===== src/rtl/dp_video_capture_if.sv =====
// Video stream plus framebuffer write port seen by the capture block.
// The slave side is the capture block: it consumes the stream and
// drives the framebuffer write port. The master side is the stream
// source / framebuffer owner.
`timescale 1ns/1ps
interface dp_video_capture_if;
  logic        de;
  logic        hsync;
  logic        vsync;
  logic [35:0] video;
  logic        fb_we;
  logic [15:0] fb_waddr;
  logic [23:0] fb_wdata;

  modport master (
    output de, hsync, vsync, video,
    input  fb_we, fb_waddr, fb_wdata
  );

  modport slave (
    input  de, hsync, vsync, video,
    output fb_we, fb_waddr, fb_wdata
  );
endinterface


===== src/rtl/dp_video_capture.sv =====
// Receiver for the upscaled NES video stream. Measures active timing
// every frame, locks after one verified frame, and once locked
// decimates the 4x-upscaled window back to NES resolution, writing
// RGB888 samples into a framebuffer write port.
`timescale 1ns/1ps
module dp_video_capture #(
  parameter int H_ACTIVE     = 1920,
  parameter int V_ACTIVE     = 1080,
  parameter int X_OFF        = 448,
  parameter int Y_OFF        = 60,
  parameter int SAMPLE_PHASE = 1,
  // Size of the upscaled window in pixels (4x the NES frame).
  parameter int WIN_W        = 1024,
  parameter int WIN_H        = 960
) (
  input  logic                    clk_pixel,
  input  logic                    rst_pixel_n,
  dp_video_capture_if.slave       vid,
  output logic                    frame_done,
  output logic                    locked,
  output logic [11:0]             h_active_meas,
  output logic [11:0]             v_active_meas,
  output logic [7:0]              mismatch_count
);

  localparam logic [11:0] H_EXP   = 12'(H_ACTIVE);
  localparam logic [11:0] V_EXP   = 12'(V_ACTIVE);
  localparam logic [11:0] X_OFF12 = 12'(X_OFF);
  localparam logic [11:0] Y_OFF12 = 12'(Y_OFF);
  // Window bounds carried at 13 bits so OFF+WIN never wraps.
  localparam logic [12:0] X_LO    = 13'(X_OFF);
  localparam logic [12:0] X_HI    = 13'(X_OFF + WIN_W);
  localparam logic [12:0] Y_LO    = 13'(Y_OFF);
  localparam logic [12:0] Y_HI    = 13'(Y_OFF + WIN_H);
  localparam logic [1:0]  PHASE   = 2'(SAMPLE_PHASE);

  typedef enum logic [1:0] {SEEK, MEASURE, LOCKED} state_t;

  state_t      state;
  logic        vsync_q;
  logic        de_q;
  logic [11:0] ax;
  logic [11:0] ay;
  logic        frame_err;

  logic        vs_rise;
  logic        de_fall;
  logic        good;
  logic [11:0] dx;
  logic [11:0] dy;
  logic        in_window;
  logic        capture;

  assign vs_rise   = vid.vsync & ~vsync_q;
  assign de_fall   = ~vid.de & de_q;
  assign good      = (ay == V_EXP) & ~frame_err & (h_active_meas == H_EXP);
  assign dx        = ax - X_OFF12;
  assign dy        = ay - Y_OFF12;
  assign in_window = ({1'b0, ax} >= X_LO) && ({1'b0, ax} < X_HI) &&
                     ({1'b0, ay} >= Y_LO) && ({1'b0, ay} < Y_HI);
  assign capture   = vid.de && in_window && (dx[1:0] == PHASE) && (dy[1:0] == PHASE);

  // hsync, the padding nibbles of video and the top window-offset bits
  // carry no information for this block.
  logic unused_bits;
  assign unused_bits = ^{vid.hsync, vid.video[27:24], vid.video[15:12],
                         vid.video[3:0], dx[11:10], dy[11:10]};

  // Edge detection registers for vsync and de.
  always_ff @(posedge clk_pixel or negedge rst_pixel_n) begin
    if (!rst_pixel_n) begin
      vsync_q <= 1'b0;
      de_q    <= 1'b0;
    end else begin
      vsync_q <= vid.vsync;
      de_q    <= vid.de;
    end
  end

  // Position counters and per-line / per-frame timing measurement.
  always_ff @(posedge clk_pixel or negedge rst_pixel_n) begin
    if (!rst_pixel_n) begin
      ax            <= '0;
      ay            <= '0;
      frame_err     <= 1'b0;
      h_active_meas <= '0;
      v_active_meas <= '0;
    end else begin
      // Column counter saturates rather than wrapping on runaway lines.
      if (vid.de) begin
        if (ax != 12'hFFF) ax <= ax + 12'd1;
      end else if (de_fall) begin
        ax <= '0;
      end

      if (de_fall) h_active_meas <= ax;

      if (vs_rise) begin
        v_active_meas <= ay;
        ay            <= '0;
        // de still high across the frame boundary spoils the new frame.
        frame_err     <= vid.de;
      end else if (de_fall) begin
        if (ay != 12'hFFF) ay <= ay + 12'd1;
        if (ax != H_EXP) frame_err <= 1'b1;
      end
    end
  end

  // Lock state machine: judge each frame at the vsync edge that ends it.
  always_ff @(posedge clk_pixel or negedge rst_pixel_n) begin
    if (!rst_pixel_n) begin
      state          <= SEEK;
      locked         <= 1'b0;
      frame_done     <= 1'b0;
      mismatch_count <= '0;
    end else begin
      frame_done <= 1'b0;
      case (state)
        SEEK: begin
          if (vs_rise) state <= MEASURE;
        end
        MEASURE: begin
          if (vs_rise && good) begin
            state  <= LOCKED;
            locked <= 1'b1;
          end
        end
        LOCKED: begin
          if (vs_rise) begin
            if (good) begin
              frame_done <= 1'b1;
            end else begin
              state  <= MEASURE;
              locked <= 1'b0;
              if (mismatch_count != 8'hFF) mismatch_count <= mismatch_count + 8'd1;
            end
          end
        end
        default: state <= SEEK;
      endcase
    end
  end

  // Framebuffer write port: one sample per 4x4 block while locked.
  always_ff @(posedge clk_pixel or negedge rst_pixel_n) begin
    if (!rst_pixel_n) begin
      vid.fb_we    <= 1'b0;
      vid.fb_waddr <= '0;
      vid.fb_wdata <= '0;
    end else begin
      vid.fb_we <= 1'b0;
      if (state == LOCKED && capture) begin
        vid.fb_we    <= 1'b1;
        vid.fb_waddr <= {dy[9:2], dx[9:2]};
        vid.fb_wdata <= {vid.video[35:28], vid.video[23:16], vid.video[11:4]};
      end
    end
  end

endmodule


===== src/flat_wrapper.sv =====
// flat-port wrapper written by rule: the top's interface ports become plain ports
module dp_video_capture_flat 
#(
  parameter int H_ACTIVE     = 1920,
  parameter int V_ACTIVE     = 1080,
  parameter int X_OFF        = 448,
  parameter int Y_OFF        = 60,
  parameter int SAMPLE_PHASE = 1,
                                                              
  parameter int WIN_W        = 1024,
  parameter int WIN_H        = 960
)
  (clk_pixel, rst_pixel_n, frame_done, locked, h_active_meas, v_active_meas, mismatch_count, vid_de, vid_hsync, vid_vsync, vid_video, vid_fb_we, vid_fb_waddr, vid_fb_wdata);
  dp_video_capture_if vid_i ();
  input  logic clk_pixel;
  input  logic rst_pixel_n;
  output logic frame_done;
  output logic locked;
  output logic [11:0] h_active_meas;
  output logic [11:0] v_active_meas;
  output logic [7:0] mismatch_count;
  input wire logic [$bits(vid_i.de)-1:0] vid_de;
  input wire logic [$bits(vid_i.hsync)-1:0] vid_hsync;
  input wire logic [$bits(vid_i.vsync)-1:0] vid_vsync;
  input wire logic [$bits(vid_i.video)-1:0] vid_video;
  output wire logic [$bits(vid_i.fb_we)-1:0] vid_fb_we;
  output wire logic [$bits(vid_i.fb_waddr)-1:0] vid_fb_waddr;
  output wire logic [$bits(vid_i.fb_wdata)-1:0] vid_fb_wdata;
  assign vid_i.de = vid_de;
  assign vid_i.hsync = vid_hsync;
  assign vid_i.vsync = vid_vsync;
  assign vid_i.video = vid_video;
  assign vid_fb_we = vid_i.fb_we;
  assign vid_fb_waddr = vid_i.fb_waddr;
  assign vid_fb_wdata = vid_i.fb_wdata;
  dp_video_capture #(.H_ACTIVE(H_ACTIVE), .V_ACTIVE(V_ACTIVE), .X_OFF(X_OFF), .Y_OFF(Y_OFF), .SAMPLE_PHASE(SAMPLE_PHASE), .WIN_W(WIN_W), .WIN_H(WIN_H)) u_core (.clk_pixel(clk_pixel), .rst_pixel_n(rst_pixel_n), .vid(vid_i), .frame_done(frame_done), .locked(locked), .h_active_meas(h_active_meas), .v_active_meas(v_active_meas), .mismatch_count(mismatch_count));
endmodule

===== config.mk =====
export PLATFORM = sky130hd
export DESIGN_NAME = dp_video_capture_flat
export DESIGN_NICKNAME = d
export VERILOG_FILES = /design/src/rtl/dp_video_capture_if.sv /design/src/rtl/dp_video_capture.sv /design/src/flat_wrapper.sv
export SDC_FILE = /design/constraint.sdc
export NUM_CORES = 1
export LEC_CHECK = 0
export BUFFER_PORTS_ARGS = -buffer_cell sky130_fd_sc_hd__clkbuf_2
export CORE_UTILIZATION = 58
export DETAILED_ROUTE_END_ITERATION = 8
export GPL_ROUTABILITY_DRIVEN = 0
export GPL_TIMING_DRIVEN = 0
export HOLD_SLACK_MARGIN = 0.1
export MAX_ROUTING_LAYER = met4
export PLACE_DENSITY_LB_ADDON = 0.1
export SLEW_MARGIN = 20
export SYNTH_ARGS = -nofsm -noshare
export SYNTH_HDL_FRONTEND = slang
export SYNTH_SLANG_ARGS = --single-unit

===== constraint.sdc =====
create_clock -name clk_pixel -period 6.5 [get_ports clk_pixel]
set_input_delay 0.975 -clock clk_pixel [delete_from_list [all_inputs] [get_ports clk_pixel]]
set_output_delay 0.975 -clock clk_pixel [all_outputs]
set_load 0.05 [all_outputs]

==> metrics.yaml <==
cts_buffers: 9
die_h_um: 92.83
maxCapViolCount: 0
cp_max_fo: 10
synth.area.top_cells: "dfrtp_1 54%, nand2_1 6.0%, mux2_2 5.2%"
first_iter_violations: 199
die_w_um: 92.83
crit_arrival_ps: 2840
antenna_left: 0
worstMarginPinSlew_ps: 570.5
clkPwrFrac_pct: 34.1
placed_cells: 654
place_area_um2: 5459
cp_data_required_time_ps: 6760
start_util_pct: 60.97
synth_adder_area_share_pct: 3.138
clockBufferDepth: 2
worst_setup_path_start_kind: "flip-flop"
ys_types: 49
areaGrowthSynthToFinish_pct: 18.83
rsz0062_at_grt: "false"
synth-compound-area-share_pct: 5.701
crit_type: "flip-flop to flip-flop"
swShare_pct: 28.50
hold_path.class: "flip-flop to flip-flop"
period_minus_slack_ps: 2581
fin_nets: 616
antenna_found_initial: 0
design_area_um2: 5685
combPwrFrac_pct: 12.8
syn-cell-area_um2: 4785
synth_top_family_by_area: "simple AND/OR/NAND/NOR gates"
antennaDiodeCount: 0
clkSlewWorstSetupHoldPaths_ps: 100
ys.flop_type: "dfrtp_1"
clk-insertion-delay-late_ps: 360
wirelength_mm: 10.17
grt_max_degree: 73
syn_inst: 449
ys_seq_area_share_pct: 54.39
status: "completed"
synth-seq-cells: 104
multiInputGateArea_um2: 1986
drive_gt1_share_pct: 28.17
drcViolationCount: 0
synth-simple-area-share_pct: 19.64
grt.total_usage_pct: 26.17
slew_headroom_pct: 61.81
synth_area_leader_cell: "dfrtp_1"
wire_per_inst_um: 15.18
cellLeakagePower_nw: 2.930
synth_xor_area_share_pct: 4.759
netlist_top_cells_count: "104 x dfrtp_1, 77 x nand2_1, 30 x nor2_1"
synth_edf_count: 0
htreeDepth: 3
rows: 32
vdd_ir_drop_max_mv: 0.1390
post_cts_resized: 0
power_density_nw_per_um2: 231.1
synth_most_common_cell: "dfrtp_1"
synth_top_cell_area_share_pct: 54.39
cts_setup_buffers: 0
fmax_ghz: 0.3875
dieArea_um2: 8616
synth.area.mux_share_pct: 8.264
clockRootBuffer: "clkbuf_8"
cp-end-kind: "flip-flop"
vias: 3697
dp_hpwl_mm: 7.407
p_seq_share_pct: 53.1
slew_viol_final: 0
p_sw_w: 0.0003744
postCtsHoldBufs: 0
fin_cells: 670
cts_sinks: 104
syn_avg_cell_area_um2: 10.66
cts_tree: "done"
fillCellCount: 604
fin_crit_sh_pct: 39.70
gr-total-overflow: 0
skew_ps: 7.565
yosysWarnings: 0
seqCellArea_um2: 2603
p_int_w: 0.0009396
synth.net_count: 502
pin_count: 116
async_flop_share_pct: 100.0
grt_pass1_wl_mm: 17.10
avgViaCountPerCell: 5.518
grt_pass1_vias: 3510
setup_viol: 0
drt-pass1-iter-count: 4
hold_viol: 0
port_buffers: 102
setup-tns-final_ps: 0
core_area_um2: 7848
==> cells by family after synthesis <==
kind of cell	after synthesis
simple gates	186
flops	104
compound gates	47
buf+inv	39
mux	35
xor+xnor	26
fa+ha+maj	12
==> metal layers <==
metal  vias up  track usage (%)  routed length [um]
met3        10            5.008                 334
li1       1782                -                   -
met5         -                -                   0
met2        74            42.59                5348
met4         0            5.385                  94
met1      1831            34.57                4391
==> stage by stage <==
stage	hold WS (ps)	power, W	setup slack (ps)	utilization, %
3_5_place_dp	463.5	0.0008798	3532	69.56
4_1_cts	488.0	0.001327	3911	72.45
2_1_floorplan	446.8	0.0008144	4062	-
5_1_grt	498.5	0.001367	3783	72.45
6_report	481.6	0.001314	3919	72.45
3_3_place_gp	460.1	0.0008707	3103	69.10
==> critical path: stages (launching register included) <==
cell and delay, ps:
dfrtp_1 490, ha_1 280, and3_1 270, o22ai_1 120, nor4_1 350, buf_2 320, buf_2 290, mux2_2 360
==> power groups by stage <==
stage	sequential (W)	clock, W	combinational [W]
floorplan	0.000753	0	0.0000614
global placement	0.000710	0	0.000161
detailed placement	0.000710	0	0.000170
CTS	0.000697	0.000459	0.000171
global route	0.000701	0.000480	0.000185
finish	0.000698	0.000448	0.000168
==> layout by cell type (no fill, tap or decap), types with 4 or more instances in the layout <==
| cell type | netlist | layout |
|---|---|---|
| dfrtp_1 | 104 | 104 |
| clkbuf_2 | 0 | 101 |
| nand2_1 | 77 | 77 |
| nor2_1 | 30 | 30 |
| mux2_2 | 22 | 22 |
| nand3_1 | 21 | 21 |
| xor2_1 | 18 | 18 |
| o21ai_0 | 18 | 18 |
| a21oi_1 | 15 | 15 |
| inv_1 | 14 | 14 |
| nand4_1 | 14 | 14 |
| clkbuf_8 | 3 | 13 |
| clkbuf_1 | 13 | 13 |
| ha_1 | 12 | 12 |
| mux2_1 | 10 | 10 |
| nor3_1 | 9 | 9 |
| xnor2_1 | 8 | 8 |
| nor4_1 | 4 | 4 |
| buf_2 | 4 | 4 |
| or4_1 | 4 | 4 |
==> path summary, 6_finish.rpt <==
path,start,to,slack [ps],depth (start not counted)
worst max-delay path,u_core.ay[3]$_DFFE_PN0P_,u_core.vid.fb_wdata[13]$_DFFE_PN0P_,3920,7
min in group asynchronous,rst_pixel_n,u_core.mismatch_count[6]$_DFFE_PN0P_,490,1
worst min register to register,u_core.v_active_meas[8]$_DFFE_PN0P_,u_core.v_active_meas[8]$_DFFE_PN0P_,480,2
worst min-delay path,u_core.v_active_meas[8]$_DFFE_PN0P_,u_core.v_active_meas[8]$_DFFE_PN0P_,480,2
worst max register to register,u_core.ay[3]$_DFFE_PN0P_,u_core.vid.fb_wdata[13]$_DFFE_PN0P_,3920,7
max in group asynchronous,rst_pixel_n,u_core.v_active_meas[0]$_DFFE_PN0P_,5390,2
==> registers in the layout (all words and copies together), names as in the netlist <==
name,flops
u_core.ay,12
u_core.locked,1
u_core.frame_err,1
u_core.mismatch_count,8
u_core.v_active_meas,12
u_core.frame_done,1
u_core.vsync_q,1
u_core.h_active_meas,12
u_core.vid.fb_we,1
u_core.vid.fb_wdata,24
u_core.de_q,1
u_core.ax,12
u_core.vid.fb_waddr,16
u_core.state,2
==> layout make-up <==
| cell class | instances | share of cell area (%) |
|---|---|---|
| timing repair buffer | 103 | 9.617 |
| buffer | 25 | 2.531 |
| inverter | 14 | 0.9243 |
| tap | 102 | 2.245 |
| sequential | 104 | 45.77 |
| clock buffer | 9 | 2.179 |
| multi-input combinational | 306 | 34.93 |
| clock inverter | 7 | 1.805 |
No activity file was read; power rests on OpenSTA's default activity.
